$ cat src/rtl/bp_be_pkg.sv
// Shared types for the back-end to front-end command issuer: configuration,
// front-end command format, issuer FSM states and opcode helpers.
package bp_be_pkg;

    typedef enum logic [0:0] {
        e_bp_default_cfg = 1'b0
    } bp_params_e;

    localparam int vaddr_width_gp               = 39;
    localparam int branch_metadata_fwd_width_gp = 16;

    function automatic int cfg_vaddr_width(bp_params_e cfg);
        case (cfg)
            e_bp_default_cfg: return vaddr_width_gp;
            default:          return vaddr_width_gp;
        endcase
    endfunction

    typedef enum logic [2:0] {
        e_op_state_reset          = 3'd0,
        e_op_pc_redirection       = 3'd1,
        e_op_icache_fill_response = 3'd2,
        e_op_branch_update        = 3'd3,
        e_op_attaboy              = 3'd4,
        e_op_icache_fence         = 3'd5,
        e_op_itlb_fill_response   = 3'd6,
        e_op_itlb_fence           = 3'd7
    } bp_fe_cmd_op_e;

    typedef enum logic [1:0] {
        e_priv_user       = 2'd0,
        e_priv_supervisor = 2'd1,
        e_priv_machine    = 2'd3
    } bp_priv_e;

    typedef struct packed {
        bp_fe_cmd_op_e                          opcode;
        logic [vaddr_width_gp-1:0]              npc;
        bp_priv_e                               priv;
        logic                                   translation_en;
        logic [branch_metadata_fwd_width_gp-1:0] branch_metadata_fwd;
    } bp_fe_cmd_s;

    localparam int fe_cmd_width_gp = $bits(bp_fe_cmd_s);

    typedef enum logic [1:0] {
        e_boot  = 2'd0,
        e_run   = 2'd1,
        e_fence = 2'd2
    } bp_be_issuer_state_e;

    // Which source the registered fe_cmd currently reflects; decides what a yumi pops.
    typedef enum logic [1:0] {
        e_src_none    = 2'd0,
        e_src_boot    = 2'd1,
        e_src_queue   = 2'd2,
        e_src_attaboy = 2'd3
    } bp_be_issuer_src_e;

    function automatic logic is_fence_op(bp_fe_cmd_op_e op);
        return (op == e_op_icache_fence) || (op == e_op_itlb_fence);
    endfunction

endpackage

$ cat src/rtl/bp_be_fe_cmd_issuer_if.sv
// Command request, attaboy and front-end command handshakes of the issuer.
interface bp_be_fe_cmd_issuer_if;
    import bp_be_pkg::*;

    logic       cmd_v_i;
    bp_fe_cmd_s cmd_i;
    logic       cmd_ready_o;
    logic       attaboy_v_i;
    bp_fe_cmd_s attaboy_i;
    bp_fe_cmd_s fe_cmd_o;
    logic       fe_cmd_v_o;
    logic       fe_cmd_yumi_i;

    modport slave (
        input  cmd_v_i, cmd_i, attaboy_v_i, attaboy_i, fe_cmd_yumi_i,
        output cmd_ready_o, fe_cmd_o, fe_cmd_v_o
    );

    modport master (
        output cmd_v_i, cmd_i, attaboy_v_i, attaboy_i, fe_cmd_yumi_i,
        input  cmd_ready_o, fe_cmd_o, fe_cmd_v_o
    );
endinterface

$ cat src/rtl/bp_be_fe_cmd_queue.sv
// Two-entry FIFO for pending commands; exposes next-cycle head/empty so the
// issuer can register its output without a path from the request inputs.
module bp_be_fe_cmd_queue #(
    parameter int width_p = 8
) (
    input  logic               clk_i,
    input  logic               reset_n_i,
    input  logic               enq_v_i,
    input  logic [width_p-1:0] enq_data_i,
    input  logic               deq_i,
    output logic               full_o,
    output logic               empty_n_o,
    output logic [width_p-1:0] head_n_o
);
    logic [1:0]         wptr_r, rptr_r, wptr_n, rptr_n;
    logic [width_p-1:0] mem_r [2];

    assign wptr_n    = wptr_r + 2'(enq_v_i);
    assign rptr_n    = rptr_r + 2'(deq_i);
    assign full_o    = (wptr_r[0] == rptr_r[0]) && (wptr_r[1] != rptr_r[1]);
    assign empty_n_o = (wptr_n == rptr_n);
    // The slot being written becomes the head when the queue drains into it.
    assign head_n_o  = (enq_v_i && (wptr_r[0] == rptr_n[0])) ? enq_data_i : mem_r[rptr_n[0]];

    always_ff @(posedge clk_i or negedge reset_n_i) begin
        if (!reset_n_i) begin
            wptr_r <= '0;
            rptr_r <= '0;
        end else begin
            wptr_r <= wptr_n;
            rptr_r <= rptr_n;
        end
    end

    always_ff @(posedge clk_i) begin
        if (enq_v_i) mem_r[wptr_r[0]] <= enq_data_i;
    end
endmodule

$ cat src/rtl/bp_be_fe_cmd_issuer.sv
// Issues boot, queued and attaboy commands to the front end through a fully
// registered fe_cmd port.
//   state   | meaning
//   e_boot  | presenting the state-reset command until the front end takes it
//   e_run   | accepting requests, issuing queue head or buffered attaboy
//   e_fence | fence popped; nothing issued until fence_done_i
module bp_be_fe_cmd_issuer import bp_be_pkg::*; #(
    parameter bp_params_e bp_params_p      = e_bp_default_cfg,
    parameter int         drop_cnt_width_p = 8,
    localparam int        vaddr_width_p    = cfg_vaddr_width(bp_params_p)
) (
    input  logic                        clk_i,
    input  logic                        reset_n_i,
    input  logic [vaddr_width_p-1:0]    boot_pc_i,
    input  logic                        fence_done_i,
    bp_be_fe_cmd_issuer_if.slave        bus,
    output logic [drop_cnt_width_p-1:0] attaboy_drop_cnt_o
);
    bp_be_issuer_state_e state_r, state_n;
    bp_be_issuer_src_e   src_r, src_n;
    bp_fe_cmd_s          fe_cmd_r, fe_cmd_n, ab_r, ab_n, head_n;
    logic                fe_cmd_v_r, fe_cmd_v_n, ab_v_r, ab_v_n, drop;
    logic [drop_cnt_width_p-1:0] drop_cnt_r, drop_cnt_n;
    logic                q_full, q_empty_n, enq, deq, ab_pop, boot_pop, redirect_enq;
    logic [fe_cmd_width_gp-1:0] head_n_raw;

    assign bus.cmd_ready_o    = (state_r == e_run) && !q_full;
    assign bus.fe_cmd_o       = fe_cmd_r;
    assign bus.fe_cmd_v_o     = fe_cmd_v_r;
    assign attaboy_drop_cnt_o = drop_cnt_r;

    assign enq          = bus.cmd_v_i && bus.cmd_ready_o;
    assign deq          = bus.fe_cmd_yumi_i && (src_r == e_src_queue);
    assign ab_pop       = bus.fe_cmd_yumi_i && (src_r == e_src_attaboy);
    assign boot_pop     = bus.fe_cmd_yumi_i && (src_r == e_src_boot);
    assign redirect_enq = enq && (bus.cmd_i.opcode == e_op_pc_redirection);
    assign head_n       = bp_fe_cmd_s'(head_n_raw);

    bp_be_fe_cmd_queue #(.width_p(fe_cmd_width_gp)) queue (
        .clk_i      (clk_i),
        .reset_n_i  (reset_n_i),
        .enq_v_i    (enq),
        .enq_data_i (bus.cmd_i),
        .deq_i      (deq),
        .full_o     (q_full),
        .empty_n_o  (q_empty_n),
        .head_n_o   (head_n_raw)
    );

    always_comb begin
        state_n = state_r;
        unique case (state_r)
            e_boot:  if (boot_pop) state_n = e_run;
            e_run:   if (deq && is_fence_op(fe_cmd_r.opcode)) state_n = e_fence;
            e_fence: if (fence_done_i) state_n = e_run;
            default: state_n = e_boot;
        endcase
    end

    // A redirect makes any speculative attaboy stale, including one arriving alongside it.
    always_comb begin
        ab_v_n = ab_v_r;
        ab_n   = ab_r;
        drop   = 1'b0;
        if (redirect_enq) begin
            ab_v_n = 1'b0;
            drop   = bus.attaboy_v_i;
        end else if (bus.attaboy_v_i) begin
            ab_v_n = 1'b1;
            ab_n   = bus.attaboy_i;
            drop   = ab_v_r && !ab_pop;
        end else if (ab_pop) begin
            ab_v_n = 1'b0;
        end
        drop_cnt_n = (drop && !(&drop_cnt_r)) ? drop_cnt_r + drop_cnt_width_p'(1) : drop_cnt_r;
    end

    always_comb begin
        fe_cmd_n   = '0;
        fe_cmd_v_n = 1'b0;
        src_n      = e_src_none;
        if (state_n == e_boot) begin
            fe_cmd_n.opcode         = e_op_state_reset;
            fe_cmd_n.npc            = boot_pc_i;
            fe_cmd_n.priv           = e_priv_machine;
            fe_cmd_n.translation_en = 1'b0;
            fe_cmd_v_n              = 1'b1;
            src_n                   = e_src_boot;
        end else if (state_n == e_run) begin
            if (!q_empty_n) begin
                fe_cmd_n   = head_n;
                fe_cmd_v_n = 1'b1;
                src_n      = e_src_queue;
            end else if (ab_v_n) begin
                fe_cmd_n   = ab_n;
                fe_cmd_v_n = 1'b1;
                src_n      = e_src_attaboy;
            end
        end
    end

    always_ff @(posedge clk_i or negedge reset_n_i) begin
        if (!reset_n_i) begin
            state_r    <= e_boot;
            src_r      <= e_src_none;
            fe_cmd_r   <= '0;
            fe_cmd_v_r <= 1'b0;
            ab_r       <= '0;
            ab_v_r     <= 1'b0;
            drop_cnt_r <= '0;
        end else begin
            state_r    <= state_n;
            src_r      <= src_n;
            fe_cmd_r   <= fe_cmd_n;
            fe_cmd_v_r <= fe_cmd_v_n;
            ab_r       <= ab_n;
            ab_v_r     <= ab_v_n;
            drop_cnt_r <= drop_cnt_n;
        end
    end
endmodule

$ cat src/flat_wrapper.sv
// flat-port wrapper written by rule: the top's interface ports become plain ports
module bp_be_fe_cmd_issuer_flat import bp_be_pkg::*;
#(
    parameter bp_params_e bp_params_p      = e_bp_default_cfg,
    parameter int         drop_cnt_width_p = 8,
    localparam int        vaddr_width_p    = cfg_vaddr_width(bp_params_p)
)
  (clk_i, reset_n_i, boot_pc_i, fence_done_i, attaboy_drop_cnt_o, bus_cmd_v_i, bus_cmd_i, bus_attaboy_v_i, bus_attaboy_i, bus_fe_cmd_yumi_i, bus_cmd_ready_o, bus_fe_cmd_o, bus_fe_cmd_v_o);
  bp_be_fe_cmd_issuer_if bus_i ();
  input  logic clk_i;
  input  logic reset_n_i;
  input  logic [vaddr_width_p-1:0] boot_pc_i;
  input  logic fence_done_i;
  output logic [drop_cnt_width_p-1:0] attaboy_drop_cnt_o;
  input wire logic [$bits(bus_i.cmd_v_i)-1:0] bus_cmd_v_i;
  input wire logic [$bits(bus_i.cmd_i)-1:0] bus_cmd_i;
  input wire logic [$bits(bus_i.attaboy_v_i)-1:0] bus_attaboy_v_i;
  input wire logic [$bits(bus_i.attaboy_i)-1:0] bus_attaboy_i;
  input wire logic [$bits(bus_i.fe_cmd_yumi_i)-1:0] bus_fe_cmd_yumi_i;
  output wire logic [$bits(bus_i.cmd_ready_o)-1:0] bus_cmd_ready_o;
  output wire logic [$bits(bus_i.fe_cmd_o)-1:0] bus_fe_cmd_o;
  output wire logic [$bits(bus_i.fe_cmd_v_o)-1:0] bus_fe_cmd_v_o;
  assign bus_i.cmd_v_i = bus_cmd_v_i;
  assign bus_i.cmd_i = bus_cmd_i;
  assign bus_i.attaboy_v_i = bus_attaboy_v_i;
  assign bus_i.attaboy_i = bus_attaboy_i;
  assign bus_i.fe_cmd_yumi_i = bus_fe_cmd_yumi_i;
  assign bus_cmd_ready_o = bus_i.cmd_ready_o;
  assign bus_fe_cmd_o = bus_i.fe_cmd_o;
  assign bus_fe_cmd_v_o = bus_i.fe_cmd_v_o;
  bp_be_fe_cmd_issuer #(.bp_params_p(bp_params_p), .drop_cnt_width_p(drop_cnt_width_p)) u_core (.clk_i(clk_i), .reset_n_i(reset_n_i), .boot_pc_i(boot_pc_i), .fence_done_i(fence_done_i), .bus(bus_i), .attaboy_drop_cnt_o(attaboy_drop_cnt_o));
endmodule
$ cat config.mk
export PLATFORM = sky130hd
export DESIGN_NAME = bp_be_fe_cmd_issuer_flat
export DESIGN_NICKNAME = d
export VERILOG_FILES = /design/src/rtl/bp_be_pkg.sv /design/src/rtl/bp_be_fe_cmd_issuer_if.sv /design/src/rtl/bp_be_fe_cmd_queue.sv /design/src/rtl/bp_be_fe_cmd_issuer.sv /design/src/flat_wrapper.sv
export SDC_FILE = /design/constraint.sdc
export NUM_CORES = 1
export LEC_CHECK = 0
export BUFFER_PORTS_ARGS = -buffer_cell sky130_fd_sc_hd__buf_4
export CORE_ASPECT_RATIO = 0.6
export CORE_MARGIN = 2
export CORE_UTILIZATION = 50
export DETAILED_ROUTE_END_ITERATION = 8
export PLACE_DENSITY = 0.75
export SYNTH_ARGS = -nofsm -noshare
export SYNTH_HDL_FRONTEND = slang
export SYNTH_SLANG_ARGS = --single-unit
$ cat constraint.sdc
create_clock -name clk_i -period 4.58 [get_ports clk_i]
set_input_delay 0.229 -clock clk_i [delete_from_list [all_inputs] [get_ports clk_i]]
set_output_delay 0.229 -clock clk_i [all_outputs]
set_load 0.05 [all_outputs]
==> results of run 1 <==
## stage by stage
step	area (sq um)	worst slack (ps)	total power [mW]	hold WS, ps	std cells
finish	14900	1600	10.4	11.7	1459
global route	14900	1410	10.9	14.7	1459
CTS	14900	1650	10.4	0.426	1458
detailed placement	12500	1650	8.32	355	1255
global placement	12500	1750	8.23	347	1255
floorplan	10500	825	6.90	-66.6	777
## layout make-up
cell class / count / area, sq um
tap: 273 / 342
inverter: 63 / 236
antenna: 1 / 2.50
fill: 1294 / 5410
clock inverter: 8 / 66.3
timing repair buffer: 409 / 3480
clock buffer: 34 / 679
sequential: 262 / 7170
multi-input combinational: 409 / 2890
## cells by family after synthesis
logic type | synth area share [%]
AO/OA/AOI/OAI | 8.37
XOR/XNOR | 1.17
adder cells (fa/ha/maj) | 0.478
buffers and inverters | 4.42
flip-flops | 68.4
multiplexers | 11.9
AND/OR/NAND/NOR | 5.30
## how the worst min path moves through the flow
stage / start / to
after global placement: reset_n_i / u_core.attaboy_drop_cnt_o[1]$_DFFE_PN0P_
after floorplan: reset_n_i / u_core.ab_r[0]$_DFF_PN0_
after global routing: bus_attaboy_i[23] / u_core.ab_r[23]$_DFF_PN0_
final: bus_attaboy_i[26] / u_core.ab_r[26]$_DFF_PN0_
after detailed placement: reset_n_i / u_core.attaboy_drop_cnt_o[3]$_DFFE_PN0P_
after CTS: bus_attaboy_i[23] / u_core.ab_r[23]$_DFF_PN0_
## critical path, stage by stage (launching register included)
cell and delay [ps]:
dfrtp_1 420, xnor2_1 410, a21oi_2 180, ha_2 220, xor2_1 160, xnor2_1 300, nand2_1 100, nand2_2 70
buf_4 630, o221ai_1 260
## Yosys cell counts
| master | number |
|---|---|
| dfrtp_1 | 140 |
| mux2i_1 | 123 |
| edfxtp_1 | 122 |
| a21oi_1 | 64 |
| inv_1 | 63 |
| nor2_1 | 63 |
| nand2_1 | 50 |
| o221ai_1 | 41 |
| clkbuf_1 | 22 |
| o22ai_1 | 22 |
| buf_2 | 13 |
| xor2_1 | 12 |
| buf_6 | 6 |
| nand3_1 | 5 |
| ha_1 | 4 |
| nor3_1 | 4 |
| a21oi_2 | 2 |
| nand2b_1 | 2 |
| nor3b_1 | 2 |
| nor4_1 | 2 |
| xnor2_1 | 2 |
| a211oi_2 | 1 |
| a21bo_2 | 1 |
| a21o_1 | 1 |
| a22oi_1 | 1 |
| and3b_1 | 1 |
| and4_1 | 1 |
| buf_1 | 1 |
| buf_4 | 1 |
| mux2_2 | 1 |
| nand3b_1 | 1 |
| nand4_2 | 1 |
| nor4b_1 | 1 |
| o21ai_1 | 1 |
## flip-flops by register name, indices dropped and copies added, names as in the netlist
signal and count:
u_core.queue.mem_r 122, u_core.ab_r 61, u_core.bus.fe_cmd_o 61, u_core.attaboy_drop_cnt_o 8, u_core.queue.rptr_r 2, u_core.queue.wptr_r 2, u_core.src_r 2, u_core.state_r 2
u_core.ab_v_r 1, u_core.bus.fe_cmd_v_o 1
## power by group through the flow
stage | Sequential (mW) | Clock [mW] | Combinational (mW)
6_report | 3.48 | 1.91 | 4.97
5_1_grt | 3.53 | 2.04 | 5.34
4_1_cts | 3.47 | 1.94 | 4.94
3_5_place_dp | 3.50 | 0 | 4.82
3_3_place_gp | 3.50 | 0 | 4.73
2_1_floorplan | 4.44 | 0 | 2.46
## metal layers
layer,vias to the layer above,part of all wire [%],track usage [%]
li1,3558,-,-
met1,3704,45,34.5
met2,241,48,41.0
met3,39,5.8,4.42
met4,0,1.5,5.06
met5,-,0,0
==> flow_summary_export.csv, run 1 <==
group,metric,value,unit
logic_synthesis,synth_top_area_share,35.0,%
cts,clock-root-buffer,"clkbuf_16",
sta,clock_skew,10.7,ps
global_route,grt_pass1_vias,7908,
global_route,grt_pass1_wl,42200,um
routing,dr.pass1.iters,5,
routing,num_vias,7542,
sta,tightest_slew,1110,ps
sta,max_freq,336,MHz
sta,setup_tns,0,ps
cts,cts_tree,"built",
sta,slew_viol_final,0,
sta,hold_viol,0,
routing,wl,27100,um
setup_path,critPathLaunch,"u_core.queue.rptr_r[0]$_DFF_PN0_",
sta,slew_headroom,26.3,%
placement,dp_hpwl,15800,um
logic_synthesis,netlist_instances,777,
global_route,grt_max_degree,90,
cts,cts.path.max_buffers,3,
finish,drive_above_1_share,24.6,%
power_and_ir_drop,comb_power_share,48.0,%
sta,rsz0062_at_grt,"false",
finish,final_common_cell,"buf_4",
cts,cts.repair.resized,0,
placement,port_buffers,237,
die,rows,40,
logic_synthesis,synth_area_per_cell,13.5,sq um
finish,areaGrowthSynthToFinish,41.8,%
logic_synthesis,ys_seq_area_share,68.4,%
routing,detail-route-antenna-nets,0,
power_and_ir_drop,vdd_drop_max,0.655,mV
logic_synthesis,synth-seq-cells,262,
sta,setup_violations,0,
setup_path,rrSetupSlack,1600,ps
cts,cts.clk_slew.worst_paths,70,ps
die,core,0.0203,sq mm
global_route,antenna_found_initial,1,
setup_path,r2r_end,"u_core.bus.fe_cmd_o[48]$_DFF_PN0_",
worst_hold_path,min_delay_path_depth,3,
routing,wl_per_cell,18.6,um
setup_path,endpoint,"u_core.bus.fe_cmd_o[48]$_DFF_PN0_",
cts,htree_levels,1,
die,die-area,0.0222,sq mm
power_and_ir_drop,cell_internal_pwr,5.98,mW
finish,final_cell_mix,"buf_4 (247), dlygate4sd3_1 (161), dfrtp_1 (140)",
setup_path,reg2reg_depth,9,
global_route,grtUsageTotal,24.6,%
run_status,status,"completed",
global_route,grt_overflow_total,0,
logic_synthesis,syn_area,0.0105,sq mm
power_and_ir_drop,p_sw_share,42.2,%
cts,cts_inserted_buffers,23,
placement,gp_congestion,0.801,
routing,first_iter_violations,470,
die,chipWidth,191,um
setup_path,crit_required,4910,ps
sta,period_share,65.0,%
sta,min_period,2980,ps
finish,final_core_util,73.3,%
logic_synthesis,yosysWarningCount,0,
logic_synthesis,yosysUniqueCellTypes,34,
setup_path,end_kind,"register",
power_and_ir_drop,powerDensity,697,mW/mm^2
power_and_ir_drop,leakage,6.72,nW
worst_hold_path,hold_class,"input port to register",
routing,post-route-drc-count,0,
logic_synthesis,synth_fp_nets,948,
setup_path,cp_max_fo,63,
finish,nets,1339,
setup_path,r2r_start,"u_core.queue.rptr_r[0]$_DFF_PN0_",
setup_path,worstSetupPathType,"register to register",
power_and_ir_drop,seqPwrFrac,33.6,%
logic_synthesis,synthTopCellsByArea,"edfxtp_1 (35%), dfrtp_1 (33%), mux2i_1 (12%), o221ai_1 (3.4%), a21oi_1 (3.1%)",
die,ioPinCount,238,
routing,post_drt_via_cell_ratio,5.17,
cts,cts_setup_buffers,0,
flow_run,maxCapViolCount,0,
setup_path,cp.arrival,3300,ps
cts,hold_buffers,161,
power_and_ir_drop,p_clk_share,18.5,%
cts,cts.sinks,262,
die,start_util,51.7,%
logic_synthesis,yosys.area.top_type,"edfxtp_1",
cts,clock_latency,510,ps
die,die_y,116,um
setup_path,cp-start-kind,"register",
power_and_ir_drop,power_switching,4.37,mW
(Power assumes the default switching activity.)
==> run 2: changes to the inputs <==
==> constraint.sdc (replaced) <==
create_clock -name clk_i -period 2.8 [get_ports clk_i]
set_input_delay 0.14 -clock clk_i [delete_from_list [all_inputs] [get_ports clk_i]]
set_output_delay 0.14 -clock clk_i [all_outputs]
set_load 0.05 [all_outputs]
==> run 2 against run 1 <==
Compared with the run above:
- via count rose by 4.9%
- total power grew 71%
- die area did not move
- worst hold slack gained 57 ps
- wire length up 6.2%
- worst setup slack worse by 1400 ps
- sequential share of layout area shrank 0.96 points
- clock power grew 77%
- first-iteration DRC count up 25%
- combinational power is 73% higher
- largest cell class unchanged
==> flow_summary_export.csv, run 2 (same netlist as run 1, synthesis figures left out) <==
group,metric,value,unit
run_status,status,"completed",
global_route,antenna_found_initial,2,
cts,hold_buffers,163,
power_and_ir_drop,leakage,6.86,nW
setup_path,r2r_start,"u_core.queue.wptr_r[1]$_DFF_PN0_",
cts,cts.clk_slew.worst_paths,60,ps
global_route,grt_overflow_total,0,
routing,wl,28800,um
routing,wl_per_cell,19.5,um
sta,setup_violations,0,
cts,htree_levels,1,
sta,tightest_slew,899,ps
sta,clock_skew,9.90,ps
placement,gp_congestion,0.811,
setup_path,cp.arrival,2890,ps
finish,nets,1354,
routing,dr.pass1.iters,5,
die,start_util,51.7,%
die,die-area,0.0222,sq mm
die,core,0.0203,sq mm
sta,min_period,2550,ps
finish,fillerInstances,1261,
cts,cts.sinks,262,
global_route,grt_max_degree,71,
finish,areaGrowthSynthToFinish,44.7,%
finish,largest_reg_flops,122,
cts,cts_inserted_buffers,24,
flow_run,maxCapViolCount,0,
power_and_ir_drop,vdd_drop_max,0.996,mV
setup_path,rrSetupSlack,250,ps
setup_path,cp-start-kind,"register",
worst_hold_path,hold_class,"input port to register",
sta,rsz0062_at_grt,"false",
setup_path,crit_required,3140,ps
sta,period_share,91.0,%
setup_path,reg2reg_depth,9,
placement,dp_hpwl,17100,um
placement,port_buffers,237,
cts,cts.path.max_buffers,3,
cts,cts.repair.resized,0,
cts,cts_setup_buffers,0,
sta,max_freq,392,MHz
finish,final_common_cell,"buf_4",
sta,hold_ws,68.2,ps
cts,clock-root-buffer,"clkbuf_16",
finish,final_cell_mix,"buf_4 (252), dlygate4sd3_1 (163), dfrtp_1 (140)",
cts,cts_tree,"built",
worst_hold_path,min_delay_path_depth,3,
die,ioPinCount,238,
setup_path,cp_max_fo,20,
setup_path,end_kind,"register",
die,rows,40,
die,chipWidth,191,um
die,die_y,116,um
worst_hold_path,hold_start,"bus_attaboy_v_i",
sta,setup_ws,252,ps
finish,final_core_util,74.8,%
routing,num_vias,7909,
worst_hold_path,min_to,"u_core.ab_v_r$_DFF_PN0_",
finish,drive_above_1_share,25.6,%
routing,first_iter_violations,586,
sta,slew_headroom,40.1,%
global_route,grt_pass1_vias,8239,
placement,dp_slack,333,ps
routing,post_drt_via_cell_ratio,5.36,
global_route,grtUsageTotal,26.4,%
global_route,grt_pass1_wl,44900,um
routing,post-route-drc-count,0,
sta,slew_viol_final,0,
sta,hold_viol,0,
cts,clock_latency,500,ps
routing,detail-route-antenna-nets,0,
setup_path,r2r_end,"u_core.bus.fe_cmd_o[18]$_DFF_PN0_",
power_and_ir_drop,powerDensity,1170,mW/mm^2
setup_path,worstSetupPathType,"register to register",
## run 2: changes by cell type in the layout (fill, tap and decap cells not counted)
cell           previous run  this run
buf_12                    0         7
buf_4                   247       252
bufinv_16                 1         2
clkbuf_1                  7         5
clkbuf_8                  2         7
clkinv_1                  2         1
clkinv_2                  4         3
clkinv_4                  0         1
diode_2                   1         2
dlygate4sd3_1           161       163
ha_2                      2         0
ha_4                      1         3
inv_6                     1         0
## run 2: through the flow
| step | cell area, sq um | TNS (ps) | std cells | total power [mW] |
|---|---|---|---|---|
| after global routing | 15200 | 0 | 1476 | 18.7 |
| after detailed placement | 12700 | 0 | 1267 | 14.1 |
| after floorplan | 10500 | -5010 | 777 | 11.3 |
| after CTS | 15200 | 0 | 1474 | 17.7 |
| after global placement | 12700 | 0 | 1267 | 13.9 |
| final | 15200 | 0 | 1476 | 17.7 |
## run 2: metal layers
metal	track usage, %	vias to the layer above	part of all wire (%)
li1	-	3598	-
met1	37.8	3924	44
met5	0	-	0
met4	5.27	0	1.4
met2	43.0	347	47
met3	4.78	40	7.4
## run 2: worst max-delay path, cell delays in order (launching register included)
cell	delay (ps)
dfrtp_1	400
xor2_1	390
a21oi_2	160
buf_4	200
ha_4	270
xor2_1	260
nand2_1	110
nand2_2	130
buf_4	290
o221ai_1	170
## run 2: how the worst max path moves through the flow
stage / cells past startpoint / endpoint / from / slack [ps]
after floorplan: 3 / u_core.queue.mem_r[0][0]$_DFFE_PP_ / u_core.queue.wptr_r[0]$_DFF_PN0_ / -80
after global placement: 9 / u_core.bus.fe_cmd_o[17]$_DFF_PN0_ / u_core.queue.wptr_r[1]$_DFF_PN0_ / 420
after detailed placement: 9 / u_core.bus.fe_cmd_o[46]$_DFF_PN0_ / u_core.queue.wptr_r[1]$_DFF_PN0_ / 330
after CTS: 9 / u_core.bus.fe_cmd_o[48]$_DFF_PN0_ / u_core.queue.wptr_r[1]$_DFF_PN0_ / 280
after global routing: 9 / u_core.bus.fe_cmd_o[18]$_DFF_PN0_ / u_core.queue.wptr_r[1]$_DFF_PN0_ / 110
final: 9 / u_core.bus.fe_cmd_o[18]$_DFF_PN0_ / u_core.queue.wptr_r[1]$_DFF_PN0_ / 250
## run 2: power by group
group	leakage, nW	internal, mW	switching, mW
sequential	2.80	5.27	0.444
clock	0.410	2.01	1.38
combinational	3.65	3.04	5.58
total	6.86	10.3	7.41
## run 2: layout make-up
class	count	area, sq um	share of cell area (%)
Clock inverter	7	87.6	0.578
Antenna cell	2	5.00	0.0330
Inverter	63	236	1.56
Timing Repair Buffer	423	3670	24.2
Multi-Input combinational cell	409	2910	19.2
Tap cell	273	342	2.25
Sequential cell	262	7170	47.3
Clock buffer	37	741	4.88
